## config.mk

```make
export PLATFORM = sky130hd
export DESIGN_NAME = bin2bcd_seq
export DESIGN_NICKNAME = d
export VERILOG_FILES = /design/src/rtl/bin2bcd_seq.sv
export SDC_FILE = /design/constraint.sdc
export NUM_CORES = 1
export LEC_CHECK = 0
export CORE_MARGIN = 1
export CORE_UTILIZATION = 47
export CTS_CLUSTER_DIAMETER = 80
export DETAILED_ROUTE_END_ITERATION = 7
export PLACE_DENSITY = 0.77
export SLEW_MARGIN = 40
export SYNTH_ARGS = -nofsm -noshare
export SYNTH_HDL_FRONTEND = slang
export SYNTH_SLANG_ARGS = --single-unit
```

## constraint.sdc

```tcl
create_clock -name clk -period 1.7 [get_ports clk]
set_clock_uncertainty 0.05 [all_clocks]
set_input_delay 0.34 -clock clk [delete_from_list [all_inputs] [get_ports clk]]
set_output_delay 0.34 -clock clk [all_outputs]
set_load 0.03 [all_outputs]
```

## src/rtl/bin2bcd_seq.sv

```systemverilog
`default_nettype none
// ============================================================================
//  Module      : bin2bcd_seq
//  Description : Iterative binary-to-BCD converter (shift-add-3, one bit per
//                clock) with start/done handshake and saturation to all-nines
//                when the input exceeds the displayable range.
//                Optional macro BIN2BCD_ASCII_EN adds an ASCII output with
//                leading-zero blanking.
//  Revision    : 1.0 - initial release
// ============================================================================
module bin2bcd_seq #(
  parameter int BIN_WIDTH = 10,
  parameter int DIGITS    = 3
) (
  input  logic                  clk,
  input  logic                  rst_n,
  input  logic                  start_i,
  input  logic [BIN_WIDTH-1:0]  bin_i,
  output logic                  busy_o,
  output logic                  done_o,
  output logic [4*DIGITS-1:0]   bcd_o,
  output logic                  ovf_o
`ifdef BIN2BCD_ASCII_EN
  ,
  output logic [8*DIGITS-1:0]   ascii_o
`endif
);

  localparam int MAX_VAL  = 10**DIGITS - 1;
  localparam int c_ITER_W = (BIN_WIDTH > 1) ? $clog2(BIN_WIDTH) : 1;

  localparam logic [c_ITER_W-1:0] c_ITER_LAST = c_ITER_W'(BIN_WIDTH - 1);
  localparam logic [c_ITER_W-1:0] c_ITER_ONE  = c_ITER_W'(1);
  localparam logic [4*DIGITS-1:0] c_ALL_NINES = {DIGITS{4'h9}};

  localparam logic [0:0] S_IDLE  = 1'b0;
  localparam logic [0:0] S_SHIFT = 1'b1;

  logic [0:0]           r_state;
  logic [BIN_WIDTH-1:0] r_shift;
  logic [4*DIGITS-1:0]  r_scratch;
  logic [c_ITER_W-1:0]  r_iter;
  logic                 r_ovf_pend;
  logic                 r_done;
  logic [4*DIGITS-1:0]  r_bcd;
  logic                 r_ovf;

  logic [4*DIGITS-1:0]  w_corr;
  logic [4*DIGITS-1:0]  w_scratch_next;
  logic [BIN_WIDTH-1:0] w_shift_next;
  logic [4*DIGITS-1:0]  w_bcd_final;

  // Add-3 correction on every scratch nibble that would exceed 9 after doubling
  for (genvar g = 0; g < DIGITS; g++) begin : g_nib
    assign w_corr[4*g +: 4] = (r_scratch[4*g +: 4] >= 4'd5) ?
                              (r_scratch[4*g +: 4] + 4'd3) : r_scratch[4*g +: 4];
  end

  assign w_scratch_next = {w_corr[4*DIGITS-2:0], r_shift[BIN_WIDTH-1]};
  assign w_shift_next   = {r_shift[BIN_WIDTH-2:0], 1'b0};
  // Out-of-range inputs display as all nines so no nibble can exceed 9
  assign w_bcd_final    = r_ovf_pend ? c_ALL_NINES : w_scratch_next;

`ifdef BIN2BCD_ASCII_EN
  logic [8*DIGITS-1:0] r_ascii;
  logic [8*DIGITS-1:0] w_ascii_next;
  logic                w_lead;
  logic [3:0]          w_nib;

  // Digit-to-ASCII with leading zeros blanked; the LSD always prints
  always_comb begin
    w_ascii_next = '0;
    w_lead       = 1'b1;
    w_nib        = 4'd0;
    for (int d = DIGITS - 1; d >= 0; d--) begin
      w_nib = w_bcd_final[4*d +: 4];
      if (w_lead && (w_nib == 4'd0) && (d != 0)) begin
        w_ascii_next[8*d +: 8] = 8'h20;
      end else begin
        w_lead                 = 1'b0;
        w_ascii_next[8*d +: 8] = {4'h3, w_nib};
      end
    end
  end

  // ASCII result register, updated alongside the BCD result
  always_ff @(posedge clk or negedge rst_n) begin
    if (!rst_n) begin
      for (int d = 0; d < DIGITS; d++) begin
        r_ascii[8*d +: 8] <= (d == 0) ? 8'h30 : 8'h20;
      end
    end else if ((r_state == S_SHIFT) && (r_iter == c_ITER_LAST)) begin
      r_ascii <= w_ascii_next;
    end
  end

  assign ascii_o = r_ascii;
`endif

  // Conversion FSM: accept in IDLE, shift BIN_WIDTH times, then publish result
  always_ff @(posedge clk or negedge rst_n) begin
    if (!rst_n) begin
      r_state    <= S_IDLE;
      r_shift    <= '0;
      r_scratch  <= '0;
      r_iter     <= '0;
      r_ovf_pend <= 1'b0;
      r_done     <= 1'b0;
      r_bcd      <= '0;
      r_ovf      <= 1'b0;
    end else begin
      r_done <= 1'b0;
      case (r_state)
        S_IDLE: begin
          if (start_i) begin
            r_shift    <= bin_i;
            r_scratch  <= '0;
            r_iter     <= '0;
            r_ovf_pend <= (32'(bin_i) > MAX_VAL);
            r_state    <= S_SHIFT;
          end
        end
        S_SHIFT: begin
          r_shift   <= w_shift_next;
          r_scratch <= w_scratch_next;
          r_iter    <= r_iter + c_ITER_ONE;
          if (r_iter == c_ITER_LAST) begin
            r_bcd   <= w_bcd_final;
            r_ovf   <= r_ovf_pend;
            r_done  <= 1'b1;
            r_state <= S_IDLE;
          end
        end
        default: r_state <= S_IDLE;
      endcase
    end
  end

  assign busy_o = (r_state == S_SHIFT);
  assign done_o = r_done;
  assign bcd_o  = r_bcd;
  assign ovf_o  = r_ovf;

endmodule
`default_nettype wire

```

==> results.sh <==
export IMPL_status="finished clean"
export IMPL_placed_area_mm2=0.00239
export IMPL_cts_made_buffers=5
export IMPL_p_leak_nw=1.21
export IMPL_synthDistinctLibCells=30
export IMPL_die_h_um=67.5
export IMPL_cap_violations=0
export IMPL_drt_initial_drc_count=112
export IMPL_final_cell_mix="42 x dfrtp_1, 22 x nand2_1, 17 x mux2i_1"
export IMPL_hold_viol=0
export IMPL_holdPathStages=2
export IMPL_ff2ff_setup_slack_ns=0.13
export IMPL_crit_arrival_ns=1.70
export IMPL_drcViolationCount=0
export IMPL_yosys_area_top_type="dfrtp_1"
export IMPL_antenna_found_initial=0
export IMPL_port_buffers=27
export IMPL_slew_headroom=0.708
export IMPL_postRouteAntennaNets=0
export IMPL_vias=1486
export IMPL_rr_endpoint="bcd_o[1]"
export IMPL_multi_input_area_um2=895
export IMPL_worstHoldEndpoint="r_shift[5]"
export IMPL_max_freq_ghz=0.636
export IMPL_cp_max_fo=8
export IMPL_ff_latch_area_mm2=0.00105
export IMPL_hpwl_um=2670
export IMPL_rows=23
export IMPL_yosysTopAreaCellShare=0.521
export IMPL_cts_root_buffer="clkbuf_8"
export IMPL_syn_avg_cell_area_um2=10.8
export IMPL_tritoncts="built"
export IMPL_final_area_mm2=0.00248
export IMPL_finalPower_mw=4.61
export IMPL_hold_slack_ns=0.443
export IMPL_rsz0062_at_grt="yes"
export IMPL_place_congestion=0.741
export IMPL_crit_type="flip-flop to flip-flop"
export IMPL_cts_sinks=42
export IMPL_grt_pass1_vias=1401
export IMPL_synth_nets=208
export IMPL_seq_area_frac_synth=0.521
export IMPL_clock_latency_ns=0.29
export IMPL_postSynthCellCount=187
export IMPL_nets=242
export IMPL_syn_to_final_growth_pct=22.8
export IMPL_die_area_mm2=0.00456
export IMPL_avgRoutedWirePerCell_um=14.3
export IMPL_num_fill_cells=335
export IMPL_core_mm2=0.00406
export IMPL_holdCritStartpoint="r_shift[4]"
export IMPL_min_path_type="flip-flop to flip-flop"
export IMPL_synth_area_leaders="dfrtp_1 52%, mux2i_1 8.4%, ha_1 5.0%"
export IMPL_drv_slew=0
export IMPL_worstSetupEndpointType="flip-flop"
export IMPL_post_route_min_period_ns=1.57
export IMPL_final_layout_size_suffix_gt1_frac=0.109
export IMPL_globalRouteTotalUtil=0.206
export IMPL_setup_violations=0
export IMPL_start_util=0.497
export IMPL_io_pins=28
export IMPL_overflow=0
export IMPL_final_common_cell="dfrtp_1"
export IMPL_htreeDepth=2
export IMPL_rr_startpoint="r_iter[1]"
export IMPL_ys_seq_elements=42
export IMPL_worst_pin_slew_ns=0.437
export IMPL_dieWidth_um=67.5
export IMPL_syn_area_mm2=0.00202
export IMPL_peakVddDrop_mv=0.748
export IMPL_detail_route_vias_per_cell=5.50
export IMPL_grt_max_degree=50
export IMPL_grt_pass1_wl_um=6760
export IMPL_yosys_warnings=0
export IMPL_routed_wl_um=3860
export IMPL_drt_pass1_iterations=5
export IMPL_startpoint_type="flip-flop"
export IMPL_p_per_area_mw_per_mm2=1860
export IMPL_required_ns=1.83
export IMPL_n_antenna_cell=0
export IMPL_cts_clk_slew_worst_paths_ns=0.08
export IMPL_ff2ff_path_depth=5
export IMPL_cts_buffer_depth=2
export IMPL_finalCritPeriodShare=0.925
## timing repair
action | 4_1_cts | 5_1_grt
cloned | 0 | 0
setup endpoints to repair | 13 | 6
hold endpoints to repair | 42 | 0
hold buffers | 1 | 0
gates resized for setup | 13 | 4
setup buffers | 0 | 0
## cells in the mapped netlist, drive strengths merged
cell type	number
dfrtp	42
nand2	22
mux2i	17
o21ai	15
a21oi	14
nor2	10
buf	8
ha	8
inv	8
nor3b	8
a22o	6
a21o	5
nand2b	5
xnor2	4
nor3	3
o31ai	2
a2111oi	1
a31o	1
a32o	1
clkinv	1
nand3	1
nand4	1
nand4b	1
o41ai	1
or2b	1
xor2	1
## layer usage
metal  routed length, um  GRT usage  vias to the layer above
met2                1870      0.303                       33
met5                   0          0                        -
li1                    -          -                      721
met1                1840      0.286                      730
met4                  14     0.0665                        0
met3                 141     0.0625                        2
## cell type report
type | instances | share of cell area
flip-flops and latches | 42 | 0.424
multi-input cells | 128 | 0.361
repair buffers | 35 | 0.141
clock buffers | 6 | 0.0333
well taps | 50 | 0.0253
inverters | 9 | 0.0152
## metrics by stage
step,TNS (ns),cells,util,setup slack (ns)
4_1_cts,0,270,0.607,0.0316
5_1_grt,-0.00694,270,0.611,-0.00694
2_1_floorplan,0,187,-,0.251
6_report,0,270,0.611,0.127
3_5_place_dp,0,263,0.589,0.112
3_3_place_gp,0,263,0.589,0.141
## state kept, by name, summed over array words and instances, names as in the netlist
signal and count:
ovf_o 1, r_scratch 12, bcd_o 12, r_ovf_pend 1
r_iter 4, busy_o 1, done_o 1, r_shift 10
## cells by family (layout without fill, tap and decap cells)
| logic type | after synthesis | after routing | synth area share |
|---|---|---|---|
| multiplexers | 17 | 17 | 0.0843 |
| buffers and inverters | 17 | 50 | 0.0391 |
| AO/OA/AOI/OAI | 46 | 46 | 0.153 |
| flip-flops | 42 | 42 | 0.521 |
| adder cells (fa/ha/maj) | 8 | 8 | 0.0496 |
| XOR/XNOR | 5 | 5 | 0.0217 |
| AND/OR/NAND/NOR | 52 | 52 | 0.131 |
## power breakdown
group	leakage, nW	total (mW)	switching (mW)	internal (mW)
registers	0.530	1.77	0.331	1.44
clock network	0.0431	0.629	0.315	0.313
logic	0.633	2.22	1.24	0.980
## worst max path at each step
stage	startpoint	end	slack (ns)	cells after the start
floorplan	r_scratch[4]	bcd_o[6]	0.25	5
global placement	start_i	r_iter[3]	0.14	4
detailed placement	start_i	r_ovf_pend	0.11	3
CTS	done_o	done_o	0.03	1
global route	r_scratch[5]	bcd_o[6]	-0.007	6
finish	r_iter[1]	bcd_o[1]	0.13	5
## critical path: stages, from the launching register on
cell and delay [ns]:
dfrtp_1 0.40, inv_1 0.08, ha_1 0.15, nand4b_2 0.28, buf_4 0.26, a22o_1 0.23
Note: power is estimated with default switching activity, not from simulation.
==> RTL change 1 (same flow settings) <==
The option `BIN2BCD_ASCII_EN` is turned on by a define.
--- a/src/rtl/bin2bcd_seq.sv
+++ b/src/rtl/bin2bcd_seq.sv
@@ -8,6 +8,8 @@
 //                leading-zero blanking.
 //  Revision    : 1.0 - initial release
 // ============================================================================
+`define BIN2BCD_ASCII_EN
+
 module bin2bcd_seq #(
   parameter int BIN_WIDTH = 10,
   parameter int DIGITS    = 3
Behaviour (old outputs only; new: ascii_o): unchanged (equiv_simple and equiv_induct, registers matched by name and starting in step).
==> RTL change 1 against the original RTL <==
Sequential share of layout area shrank 2.6 points. Critical path type unchanged. Wire length grew 26%. Sequential cell count rose by 9. Worst setup slack lost 0.064 ns. Total power is 38% higher. Non-clock buffer count is 21 higher. Sequential power increased by 23%. Critical endpoint is now ascii_o[12]. Area after synthesis grew 29%. Cell count rose by 35%. Largest power group unchanged. Final area is 29% higher.
==> RTL change 1: results (changes against the original RTL) <==
Synth
  • Ranking of synthesized cells by area: dfrtp_1, mux2i_1, buf_4, nand2_1, ha_1 (was dfrtp_1, mux2i_1, ha_1, nand2_1, o21ai_0)
  • Adder-cell area share of the yosys netlist: 0.0385 (was 0.0496)
  • Synth cell count leaders: dfrtp_1, nand2_1, mux2i_1, buf_4, o21ai_0 (was dfrtp_1, nand2_1, mux2i_1, o21ai_0, a21oi_1)
  • Post-Synth XOR/XNOR Area: 0.0168 (was 0.0217)
  • Post-Syn Instances: 247 (was 187)
  • Sequential share of the synthesized area: 0.491 (was 0.521)
  • Post-synth ARST share: 1.00 (unchanged)
  • Synth Area in Compound Gates: 0.162 (was 0.153)
  • Mux share of post-synthesis cell area: 0.0654 (was 0.0843)
  • Post-synth cell types: 44 (was 30)

Place
  • Detailed Place HPWL: 3400 um (was 2670 um)
  • Placed instance count: 354 (was 263)
  • I/O Buffers: 41 (was 27)
  • Routability Congestion: 0.866 (was 0.741)

Global route
  • GRT Total Usage: 0.177 (was 0.206)
  • Initial antenna violation count: 0 (unchanged)
  • Largest net degree at the start of global routing: 52 (was 50)
  • First-pass GRT wire length: 8160 um (was 6760 um)
  • Vias in the first global route: 1751 (was 1401)

Min path
  • Worst hold-check path type: reg2reg (unchanged)

Route
  • Drt first-iter violations: 92 (was 112)
  • WL final: 4880 um (was 3860 um)
  • First-pass DRT Iterations: 5 (unchanged)
  • Vias/cell: 5.14 (was 5.50)

Layout
  • Non-filler cells, final: 365 (was 270)
  • Total Nets Final: 315 (was 242)
  • Number of fill cells: 448 (was 335)
  • Layout cells sized above 1: 0.163 (was 0.109)

Floorplan
  • Starting Density: 0.500 (was 0.497)
  • Core ar.: 5200 um^2 (was 4060 um^2)

Pwr
  • P_int: 0.00357 W (was 0.00273 W)
  • Lkg Pwr: 1.59 nW (was 1.21 nW)
  • Combinational power share: 0.538 (was 0.481)
  • Worst vdd ir: 978 uV (was 748 uV)
  • Clock Power Share: 0.118 (was 0.136)

CTS
  • Clk Latency, worst-skew pair: around 0.30 ns
  • Clk slew on worst S/H paths: 0.09 ns
  • TritonCTS buffer count: 5 (unchanged)

Critical path
  • CP top delay family: compound AO/OA/AOI/OAI gates (was flip-flops)
  • CP max FO: 4 (was 8)
  • Delay of the slowest critical-path stage: 0.42 ns (was 0.40 ns)
  • Slowest CP cell: dfrtp_1 (unchanged)
  • Arrival time worst endpoint: 1.81 ns (was 1.70 ns)

Outcome
  • Outcome: complete, no violations (unchanged)
-- RTL change 1: through the flow --
| stage | setup WS (ns) | hold slack [ns] | cell area [um^2] | power (W) | setup TNS [ns] |
|---|---|---|---|---|---|
| floorplan | 0.146 | -0.00559 | 2630 | 0.00461 | 0 |
| global placement | 0.0747 | 0.300 | 3070 | 0.00556 | 0 |
| detailed placement | 0.0622 | 0.301 | 3070 | 0.00567 | 0 |
| CTS | 0.00183 | 0.431 | 3150 | 0.00623 | 0 |
| global route | -0.0158 | 0.443 | 3210 | 0.00683 | -0.0158 |
| finish | 0.0634 | 0.423 | 3210 | 0.00634 | 0 |
-- RTL change 1: final cells by class --
class,count,share of cell area
Clock buffer,8,0.0312
Inverter,9,0.0121
Sequential cell,51,0.399
Timing Repair Buffer,56,0.160
Tap cell,70,0.0273
Multi-Input combinational cell,171,0.371
-- RTL change 1: routing by layer --
layer / wire, um / global-route usage / vias to the layer above
li1: - / - / 928
met1: 2320 / 0.252 / 888
met2: 2300 / 0.272 / 50
met3: 196 / 0.0323 / 9
met4: 63 / 0.0635 / 0
met5: 0 / 0 / -
-- RTL change 1: path summary, 6_finish.rpt --
check	start	endpoint	slack, ns	depth (start not counted)
worst max-delay path	r_scratch[4]	ascii_o[12]	0.06	6
max in group asynchronous	rst_n	r_scratch[8]	0.85	3
min in group asynchronous	rst_n	bcd_o[7]	0.51	3
worst max register to register	r_scratch[4]	ascii_o[12]	0.06	6
worst min-delay path	ascii_o[18]	ascii_o[18]	0.42	1
worst min register to register	ascii_o[18]	ascii_o[18]	0.42	1
-- RTL change 1: repair_timing --
item,in CTS,in global routing
pin swaps,0,3
resized for setup,27,9
buffers inserted,0,2
cloned,0,0
endpoints found under the hold margin,51,0
endpoints found under the setup margin,27,14
hold buffers,1,0
==> RTL change 2 (same settings) <==
Made on the original files. Add an input register stage for `start_i` and `bin_i`, cleared by the reset; this delays them by one clock.
--- a/src/rtl/bin2bcd_seq.sv
+++ b/src/rtl/bin2bcd_seq.sv
@@ -35,6 +35,19 @@
 
   localparam logic [0:0] S_IDLE  = 1'b0;
   localparam logic [0:0] S_SHIFT = 1'b1;
+
+  logic start_q;
+  logic [BIN_WIDTH-1:0] bin_q;
+
+  always_ff @(posedge clk or negedge rst_n) begin
+    if (!rst_n) begin
+      start_q <= '0;
+      bin_q   <= '0;
+    end else begin
+      start_q <= start_i;
+      bin_q   <= bin_i;
+    end
+  end
 
   logic [0:0]           r_state;
   logic [BIN_WIDTH-1:0] r_shift;
@@ -112,11 +125,11 @@
       r_done <= 1'b0;
       case (r_state)
         S_IDLE: begin
-          if (start_i) begin
-            r_shift    <= bin_i;
+          if (start_q) begin
+            r_shift    <= bin_q;
             r_scratch  <= '0;
             r_iter     <= '0;
-            r_ovf_pend <= (32'(bin_i) > MAX_VAL);
+            r_ovf_pend <= (32'(bin_q) > MAX_VAL);
             r_state    <= S_SHIFT;
           end
         end
Check against the original RTL: not equivalent (Yosys sat finds a counterexample within 4 cycles, from zero or initial values and one cycle with rst_n low).
==> RTL change 2 against the original RTL <==
Worst hold slack got worse by 0.032 ns. Sequential cell count grew 11. Worst setup slack worse by 0.012 ns. Area after synthesis increased by 14%. Critical path depth is 3 lower. Final area rose by 12%. Total power increased by 7.3%. Wire length is 0.85% lower. Largest cell class unchanged. Largest power group unchanged.
==> RTL change 2: results (changes against the original RTL) <==
Outcome
  • Outcome: complete, no violations (unchanged)

Route
  • WL/cell: 12.7 um (was 14.3 um)
  • Via count: 1520 (was 1486)
  • M1 wire length: 1820 um (was 1840 um)
  • Drt first-iter violations: 73 (was 112)
  • First-pass DRT Iterations: 4 (was 5)

Synth
  • Mux share of post-synthesis cell area: 0.0742 (was 0.0843)
  • Sequential share of the synthesized area: 0.578 (was 0.521)
  • Ranking of synthesized cells by area: dfrtp_1, mux2i_1, ha_1, nand2_1, o21ai_0 (unchanged)
  • Post-Synth XOR/XNOR Area: 0.0191 (was 0.0217)
  • Synth cell count leaders: dfrtp_1, nand2_1, mux2i_1, o21ai_0, a21oi_1 (unchanged)
  • Mapped Nets: 219 (was 208)

Min path
  • Hold Path Stages: 1 (was 2)
  • Worst hold-check path type: in2reg (was reg2reg)
  • WHS Endpoint: bin_q[6] (was r_shift[5])

Critical path
  • CP top delay family: buffers and inverters (was flip-flops)
  • CP max FO: 35 (was 8)
  • Worst r2r src: r_scratch[8] (was r_iter[1])
  • Arrival time worst endpoint: 1.20 ns (was 1.70 ns)
  • RR Endpoint: bcd_o[10] (was bcd_o[1])
  • Critical Path End: busy_o (was bcd_o[1])
  • R2R setup slack: 0.16 ns (was 0.13 ns)
  • CP Launch Point: busy_o (was r_iter[1])

Layout
  • Layout clock area frac: 0.0316 (was 0.0333)
  • Footprint of the multi-input gates: 896 um^2 (was 895 um^2)
  • NonClk Buf Share: 0.124 (was 0.141)
  • Total Nets Final: 255 (was 242)
  • Layout cells sized above 1: 0.111 (was 0.109)
  • Non-clk bufs: 37 (was 35)
  • Storage element area: 1330 um^2 (was 1050 um^2)
  • Number of fill cells: 405 (was 335)

Place
  • DP Worst Slack: 0.127 ns (was 0.112 ns)
  • Detailed Place HPWL: 2740 um (was 2670 um)
  • DP Area: 2680 um^2 (was 2390 um^2)
  • Routability Congestion: 0.768 (was 0.741)

Global route
  • Vias in the first global route: 1507 (was 1401)
  • GR Util met2: 0.289 (was 0.303)
  • Largest net degree at the start of global routing: 54 (was 50)
  • First-pass GRT wire length: 6880 um (was 6760 um)
  • GRT Total Usage: 0.175 (was 0.206)
  • Met3 Track Usage GR: 0.0380 (was 0.0625)

Pwr
  • P_clk: 0.000686 W (was 0.000629 W)
  • Switching part of the total: 0.398 (was 0.408)
  • Worst vdd ir: 917 uV (was 748 uV)
  • Lkg Pwr: 1.33 nW (was 1.21 nW)

CTS
  • Post-CTS Hold Buffers: 1 (unchanged)
  • Clock sinks: 53 (was 42)
  • Buffer count from post-CTS setup fixing: 0 (unchanged)

Timing
  • Final Critical Period: 1.59 ns (was 1.57 ns)
  • Final hold slack: 0.412 ns (was 0.443 ns)
RTL change 2: cell count changes in the layout (fill, tap and decap cells not counted):
cell | before | now
clkinv_1 | 0 | 1
ha_2 | 1 | 0
clkinvlp_4 | 1 | 2
buf_12 | 3 | 1
dfrtp_1 | 42 | 53
buf_4 | 5 | 8
buf_6 | 0 | 1
ha_1 | 7 | 8
a21oi_2 | 2 | 3
clkbuf_8 | 6 | 5
a21oi_1 | 12 | 11
clkbuf_1 | 0 | 1
RTL change 2: metrics by stage:
stage	power [W]	cells	utilization
3_3_place_gp	0.00431	293	0.566
5_1_grt	0.00533	302	0.586
4_1_cts	0.00497	302	0.584
3_5_place_dp	0.00438	293	0.566
6_report	0.00495	302	0.586
2_1_floorplan	0.00367	198	-
RTL change 2: cell families (layout without fill, tap and decap cells):
kind of cell | Yosys count | after routing
compound gates | 46 | 46
xor+xnor | 5 | 5
fa+ha+maj | 8 | 8
buf+inv | 17 | 54
flops | 53 | 53
mux | 17 | 17
simple gates | 52 | 52
